===== config.mk =====
export PLATFORM = sky130hd
export DESIGN_NAME = seq_chunk_adder
export DESIGN_NICKNAME = d
export VERILOG_FILES = /design/src/rtl/seq_chunk_adder.sv
export SDC_FILE = /design/constraint.sdc
export NUM_CORES = 1
export LEC_CHECK = 0
export ABC_AREA = 1
export ABC_CLOCK_PERIOD_IN_PS = 6530
export CAP_MARGIN = 40
export CORE_UTILIZATION = 54
export CTS_CLUSTER_DIAMETER = 80
export DETAILED_ROUTE_END_ITERATION = 10
export GPL_TIMING_DRIVEN = 0
export HOLD_SLACK_MARGIN = 0.08
export PLACE_DENSITY = 0.91
export SLEW_MARGIN = 20
export SYNTH_ARGS = -nofsm -noshare
export SYNTH_HDL_FRONTEND = slang
export SYNTH_SLANG_ARGS = --single-unit

===== constraint.sdc =====
create_clock -name clk -period 6.53 [get_ports clk]
set_input_delay 0.653 -clock clk [delete_from_list [all_inputs] [get_ports clk]]
set_output_delay 0.653 -clock clk [all_outputs]
set_load 0.05 [all_outputs]

===== src/rtl/seq_chunk_adder.sv =====
// Multi-cycle adder/subtractor: WIDTH-bit operands are summed CHUNK bits per
// clock through a single ripple-carry slice, with the inter-chunk carry kept
// in a register. Valid/ready handshakes on both sides; reports carry-out and
// signed overflow alongside the registered result.
module seq_chunk_adder #(
  parameter int WIDTH = 32,
  parameter int CHUNK = 8
) (
  input  logic             clk,
  input  logic             rst,
  input  logic             in_valid,
  output logic             in_ready,
  input  logic [WIDTH-1:0] a,
  input  logic [WIDTH-1:0] b,
  input  logic             c_in,
  input  logic             sub,
  output logic             out_valid,
  input  logic             out_ready,
  output logic [WIDTH-1:0] s,
  output logic             c_out,
  output logic             ovf
);

  localparam int NCHUNK = WIDTH / CHUNK;
  localparam int CW     = (NCHUNK > 1) ? $clog2(NCHUNK) : 1;

  if (CHUNK < 1 || WIDTH < CHUNK || (WIDTH % CHUNK) != 0) begin : g_bad_params
    $error("seq_chunk_adder: WIDTH must be a non-zero multiple of CHUNK");
  end

  typedef enum logic [1:0] {IDLE, RUN, DONE} state_t;

  state_t           state_q, state_d;
  logic [WIDTH-1:0] a_q, a_d;
  logic [WIDTH-1:0] b_q, b_d;
  logic             carry_q, carry_d;
  logic [CW-1:0]    cnt_q, cnt_d;
  logic [WIDTH-1:0] s_q, s_d;
  logic             c_out_q, c_out_d;
  logic             ovf_q, ovf_d;

  // Datapath slice: pick the current chunk of each operand and add it with the
  // stored carry. The carry into the chunk MSB is recovered from the sum bit
  // (sum = a ^ b ^ cin), which keeps the overflow logic independent of CHUNK.
  logic [31:0]      base;
  logic [CHUNK-1:0] a_ch, b_ch;
  logic [CHUNK:0]   sum_ch;
  logic             msb_cin;
  logic             last;
  logic [WIDTH-1:0] chunk_mask;
  logic [WIDTH-1:0] s_merge;

  // Chunk adder and result-chunk merge for the current counter position
  always_comb begin
    base       = 32'(cnt_q) * 32'(CHUNK);
    a_ch       = CHUNK'(a_q >> base);
    b_ch       = CHUNK'(b_q >> base);
    sum_ch     = {1'b0, a_ch} + {1'b0, b_ch} + {{CHUNK{1'b0}}, carry_q};
    msb_cin    = a_ch[CHUNK-1] ^ b_ch[CHUNK-1] ^ sum_ch[CHUNK-1];
    last       = (cnt_q == CW'(NCHUNK - 1));
    chunk_mask = WIDTH'({CHUNK{1'b1}});
    s_merge    = (s_q & ~(chunk_mask << base)) | (WIDTH'(sum_ch[CHUNK-1:0]) << base);
  end

  // Next-state and next-value logic for the IDLE/RUN/DONE sequencer
  always_comb begin
    state_d = state_q;
    a_d     = a_q;
    b_d     = b_q;
    carry_d = carry_q;
    cnt_d   = cnt_q;
    s_d     = s_q;
    c_out_d = c_out_q;
    ovf_d   = ovf_q;
    case (state_q)
      IDLE: begin
        if (in_valid) begin
          // Subtraction is a + ~b + 1, so invert b and force the carry-in.
          a_d     = a;
          b_d     = b ^ {WIDTH{sub}};
          carry_d = sub ? 1'b1 : c_in;
          cnt_d   = '0;
          state_d = RUN;
        end
      end
      RUN: begin
        s_d     = s_merge;
        carry_d = sum_ch[CHUNK];
        cnt_d   = cnt_q + CW'(1);
        if (last) begin
          c_out_d = sum_ch[CHUNK];
          ovf_d   = msb_cin ^ sum_ch[CHUNK];
          cnt_d   = '0;
          state_d = DONE;
        end
      end
      DONE: begin
        // Input requests are deliberately not looked at here; acceptance
        // waits for the IDLE cycle that follows the output handshake.
        if (out_ready) state_d = IDLE;
      end
      default: state_d = IDLE;
    endcase
  end

  // Control and result registers, cleared by synchronous reset
  always_ff @(posedge clk) begin
    if (rst) begin
      state_q <= IDLE;
      carry_q <= 1'b0;
      cnt_q   <= '0;
      s_q     <= '0;
      c_out_q <= 1'b0;
      ovf_q   <= 1'b0;
    end else begin
      state_q <= state_d;
      carry_q <= carry_d;
      cnt_q   <= cnt_d;
      s_q     <= s_d;
      c_out_q <= c_out_d;
      ovf_q   <= ovf_d;
    end
  end

  // Latched operands; only meaningful after acceptance, so no reset needed
  always_ff @(posedge clk) begin
    a_q <= a_d;
    b_q <= b_d;
  end

  assign in_ready  = (state_q == IDLE) && !rst;
  assign out_valid = (state_q == DONE);
  assign s         = s_q;
  assign c_out     = c_out_q;
  assign ovf       = ovf_q;

endmodule

==> run metrics <==
syn nets around 540; share of total power in the clock network 26.7%; area delta synth->final 30.8%; via count of the first global-routing pass 3645; nets@finish around 650; DRT Wirelength 10.9 mm; final hold vios 0; initial antenna violation count 0; Clk pin slew, worst setup/hold paths 0.10 ns; number of distinct standard cells referenced by the synthesized netlist 28; Finish-stage setup viols 0; Synth Register Bits 103; Worst Hold Path Cells 2; setup bufs post-CTS 0; diode insertion count for antenna repair 0; highest-count cells in the layout ignoring fill and taps 103 x sky130_fd_sc_hd__clkdlybuf4s50_1, 80 x sky130_fd_sc_hd__nand2_1, 64 x sky130_fd_sc_hd__edfxtp_1, 48 x sky130_fd_sc_hd__nor2_1, 39 x sky130_fd_sc_hd__dfxtp_1; worst reg2reg path endpoint s[20]; # IOs approximately 110; cells on worst reg2reg path 11; crit share post-route between 40% and 50%; count of input and output buffers a little over 100; end of the worst hold path s[4]; maximum resistive drop on vdd ~0.00012 V; slew at the pin closest to its max-slew limit around 0.57 ns; number of H-tree levels 3; part of the Yosys area used for sequential elements 59.0%; fraction of layout instances using a drive strength above 1 6.42%; reg2reg start cnt_q[0]; Leak Pwr 2.27 nW; die boundary height 94.1 um; run status complete, no violations; final routed wire length divided by cell count between 15 and 20 um; crit path cell chain buf_2, clkbuf_1, nor2_1, o22ai_1, fa_1, inv_1, fa_1, o21ai_1, xor2_1, nand3_1, a21oi_1; post-synthesis instance area 4580 um^2; GRT Residual Overflow 0; clock tree from TritonCTS built; DRT iter0 DRCs 257; # resized after CTS 0; most frequent standard cell in the layout excluding fill and tap cells sky130_fd_sc_hd__clkdlybuf4s50_1; Starting Density 55.7%; Worst path most repeated cell sky130_fd_sc_hd__fa_1; average vias per placed instance approximately 5.6; crit path launch type flip-flop; number of pins with negative max-slew slack in the final report 0; hold buffer count at cts 0; detailed-route via count about 3800; clk sinks 103; horizontal die dimension 94.1 um; root cell of the clock tree sky130_fd_sc_hd__clkbuf_8; final core utilization between 70 and 80%; Setup CP Type flip-flop to flip-flop; setup clock skew after layout 0.0121 ns; cell with the largest stage delay on the worst path sky130_fd_sc_hd__clkbuf_1; total power per unit cell area ~260 nW/um^2; total iterations of the first detailed-routing run 5; Final HPWL DP approximately 8.1 mm; fraction of power spent switching nets 31.0%; Slew Limit Headroom 61.9%; largest fanout of any net on the critical path 10; Gate power share 24.0%; routability congestion estimate from global placement 0.943; maxcap violations 0; power spent charging and discharging nets 476 uW; CP arrival 3.54 ns; r2r setup slk between 3 and 4 ns; yosys warns 0; number of nets with antenna violations after detailed routing 0; CP max stage delay 0.48 ns; average footprint of a synthesized cell around 10 um^2; number of remaining DRC errors 0; clock latency at the later pin of the worst-skew pair 0.37 ns; combined global-route utilization of all metal layers between 20% and 30%; kind of end point of the critical path flip-flop; worst endpoint required time 6.83 ns; P_int between 1 and 1.5 mW; crit path time final 3.24 ns; placeable core area 8220 um^2; Hold Crit Start s[4]; std cell rows 33; worst-case clock buffer depth 2; Num CTS Buffers 9; global-route wire length before repair 17.1 mm; Sequential Power Share 49.4%; highest achievable clock rate 309 MHz; Hold Path Class flip-flop to flip-flop; number of standard cells after synthesis 455; setup repair after global routing missed its margin false; largest net degree at the start of global routing 33; TNS Setup 0 ns; floorplan die area slightly below 9000 um^2
==> cell families (layout without fill, tap and decap cells) <==
family / Yosys count / in the layout / share of synthesized area, %
buf+inv: 53 / 174 / 4.97
flops: 103 / 103 / 59.0
fa+ha+maj: 13 / 13 / 3.88
xor+xnor: 34 / 34 / 6.50
compound gates: 91 / 91 / 11.0
simple gates: 161 / 161 / 14.6
==> per-stage QoR <==
stage	hold slack [ns]	power [mW]	instance area (um^2)	worst slack [ns]	std cells
after global routing	0.495	1.59	5990	3.13	681
after detailed placement	0.458	1.13	5790	3.45	665
after global placement	0.454	1.12	5740	0.521	663
after floorplan	0.562	0.998	4580	2.39	455
final	0.473	1.53	5990	3.29	681
after CTS	0.472	1.53	5990	3.39	681
==> area by class of cell <==
class	count	area, um^2
plain buffers	23	113
clock buffers	9	124
well taps	105	131
flip-flops and latches	103	2700
clock inverters	7	77.6
fillers	550	2230
multi-input cells	299	1660
repair buffers	105	1070
inverters	30	115
==> power by group through the flow <==
stage	Clock, mW	Sequential (mW)	Combinational (mW)
2_1_floorplan	0	0.803	0.195
3_3_place_gp	0	0.773	0.343
3_5_place_dp	0	0.772	0.359
4_1_cts	0.408	0.757	0.361
5_1_grt	0.429	0.761	0.398
6_report	0.409	0.758	0.368
==> registers in the layout, indices dropped and copies added (netlist names) <==
name / count
a_q: 32
b_q: 32
carry_q: 1
c_out: 1
cnt_q: 2
state_q: 2
s: 32
ovf: 1
==> worst max path at each step <==
stage             start       to  slack, ns  cells after the start
4_1_cts        cnt_q[0]    s[20]       3.39                     11
2_1_floorplan  in_valid  carry_q       2.39                      7
6_report       cnt_q[0]    s[20]       3.29                     11
5_1_grt        cnt_q[0]    s[20]       3.13                     11
3_5_place_dp   cnt_q[0]    s[20]       3.45                     11
3_3_place_gp   in_valid  carry_q       0.52                      7
==> worst max-delay path: cells and delay by family (launching register included) <==
kind                     cells  cell delay, ns
buffers and inverters        3            0.80
adder cells (fa/ha/maj)      2            0.66
AO/OA/AOI/OAI                3            0.57
flip-flops                   1            0.44
XOR/XNOR                     1            0.42
AND/OR/NAND/NOR              2            0.28
==> per-layer routing <==
layer,share of wire [%],up-vias,global-route usage [%]
li1,-,1779,-
met2,51,202,45.7
met4,2.7,0,12.3
met3,6.9,31,3.96
met1,39,1768,29.7
met5,0,-,0
==> Yosys cell counts <==
| library cell | instances | area share (%) |
|---|---|---|
| sky130_fd_sc_hd__a21oi_1 | 35 | 3.8 |
| sky130_fd_sc_hd__a21oi_2 | 1 | 0.19 |
| sky130_fd_sc_hd__a22oi_1 | 4 | 0.66 |
| sky130_fd_sc_hd__a32oi_1 | 2 | 0.38 |
| sky130_fd_sc_hd__buf_1 | 1 | 0.082 |
| sky130_fd_sc_hd__buf_2 | 9 | 0.98 |
| sky130_fd_sc_hd__buf_6 | 2 | 0.49 |
| sky130_fd_sc_hd__clkbuf_1 | 11 | 0.90 |
| sky130_fd_sc_hd__dfxtp_1 | 39 | 17 |
| sky130_fd_sc_hd__edfxtp_1 | 64 | 42 |
| sky130_fd_sc_hd__fa_1 | 2 | 0.87 |
| sky130_fd_sc_hd__ha_1 | 11 | 3.0 |
| sky130_fd_sc_hd__inv_1 | 27 | 2.2 |
| sky130_fd_sc_hd__inv_2 | 2 | 0.16 |
| sky130_fd_sc_hd__inv_4 | 1 | 0.14 |
| sky130_fd_sc_hd__nand2_1 | 80 | 6.6 |
| sky130_fd_sc_hd__nand3_1 | 22 | 2.4 |
| sky130_fd_sc_hd__nand4_1 | 5 | 0.68 |
| sky130_fd_sc_hd__nor2_1 | 49 | 4.0 |
| sky130_fd_sc_hd__nor2_4 | 3 | 0.74 |
| sky130_fd_sc_hd__nor3_1 | 1 | 0.11 |
| sky130_fd_sc_hd__o21a_1 | 2 | 0.33 |
| sky130_fd_sc_hd__o21ai_0 | 31 | 3.4 |
| sky130_fd_sc_hd__o21ai_1 | 1 | 0.11 |
| sky130_fd_sc_hd__o21bai_1 | 1 | 0.16 |
| sky130_fd_sc_hd__o22ai_1 | 14 | 1.9 |
| sky130_fd_sc_hd__or2_2 | 1 | 0.14 |
| sky130_fd_sc_hd__xor2_1 | 34 | 6.5 |
No activity file was read; power rests on OpenSTA's default activity.
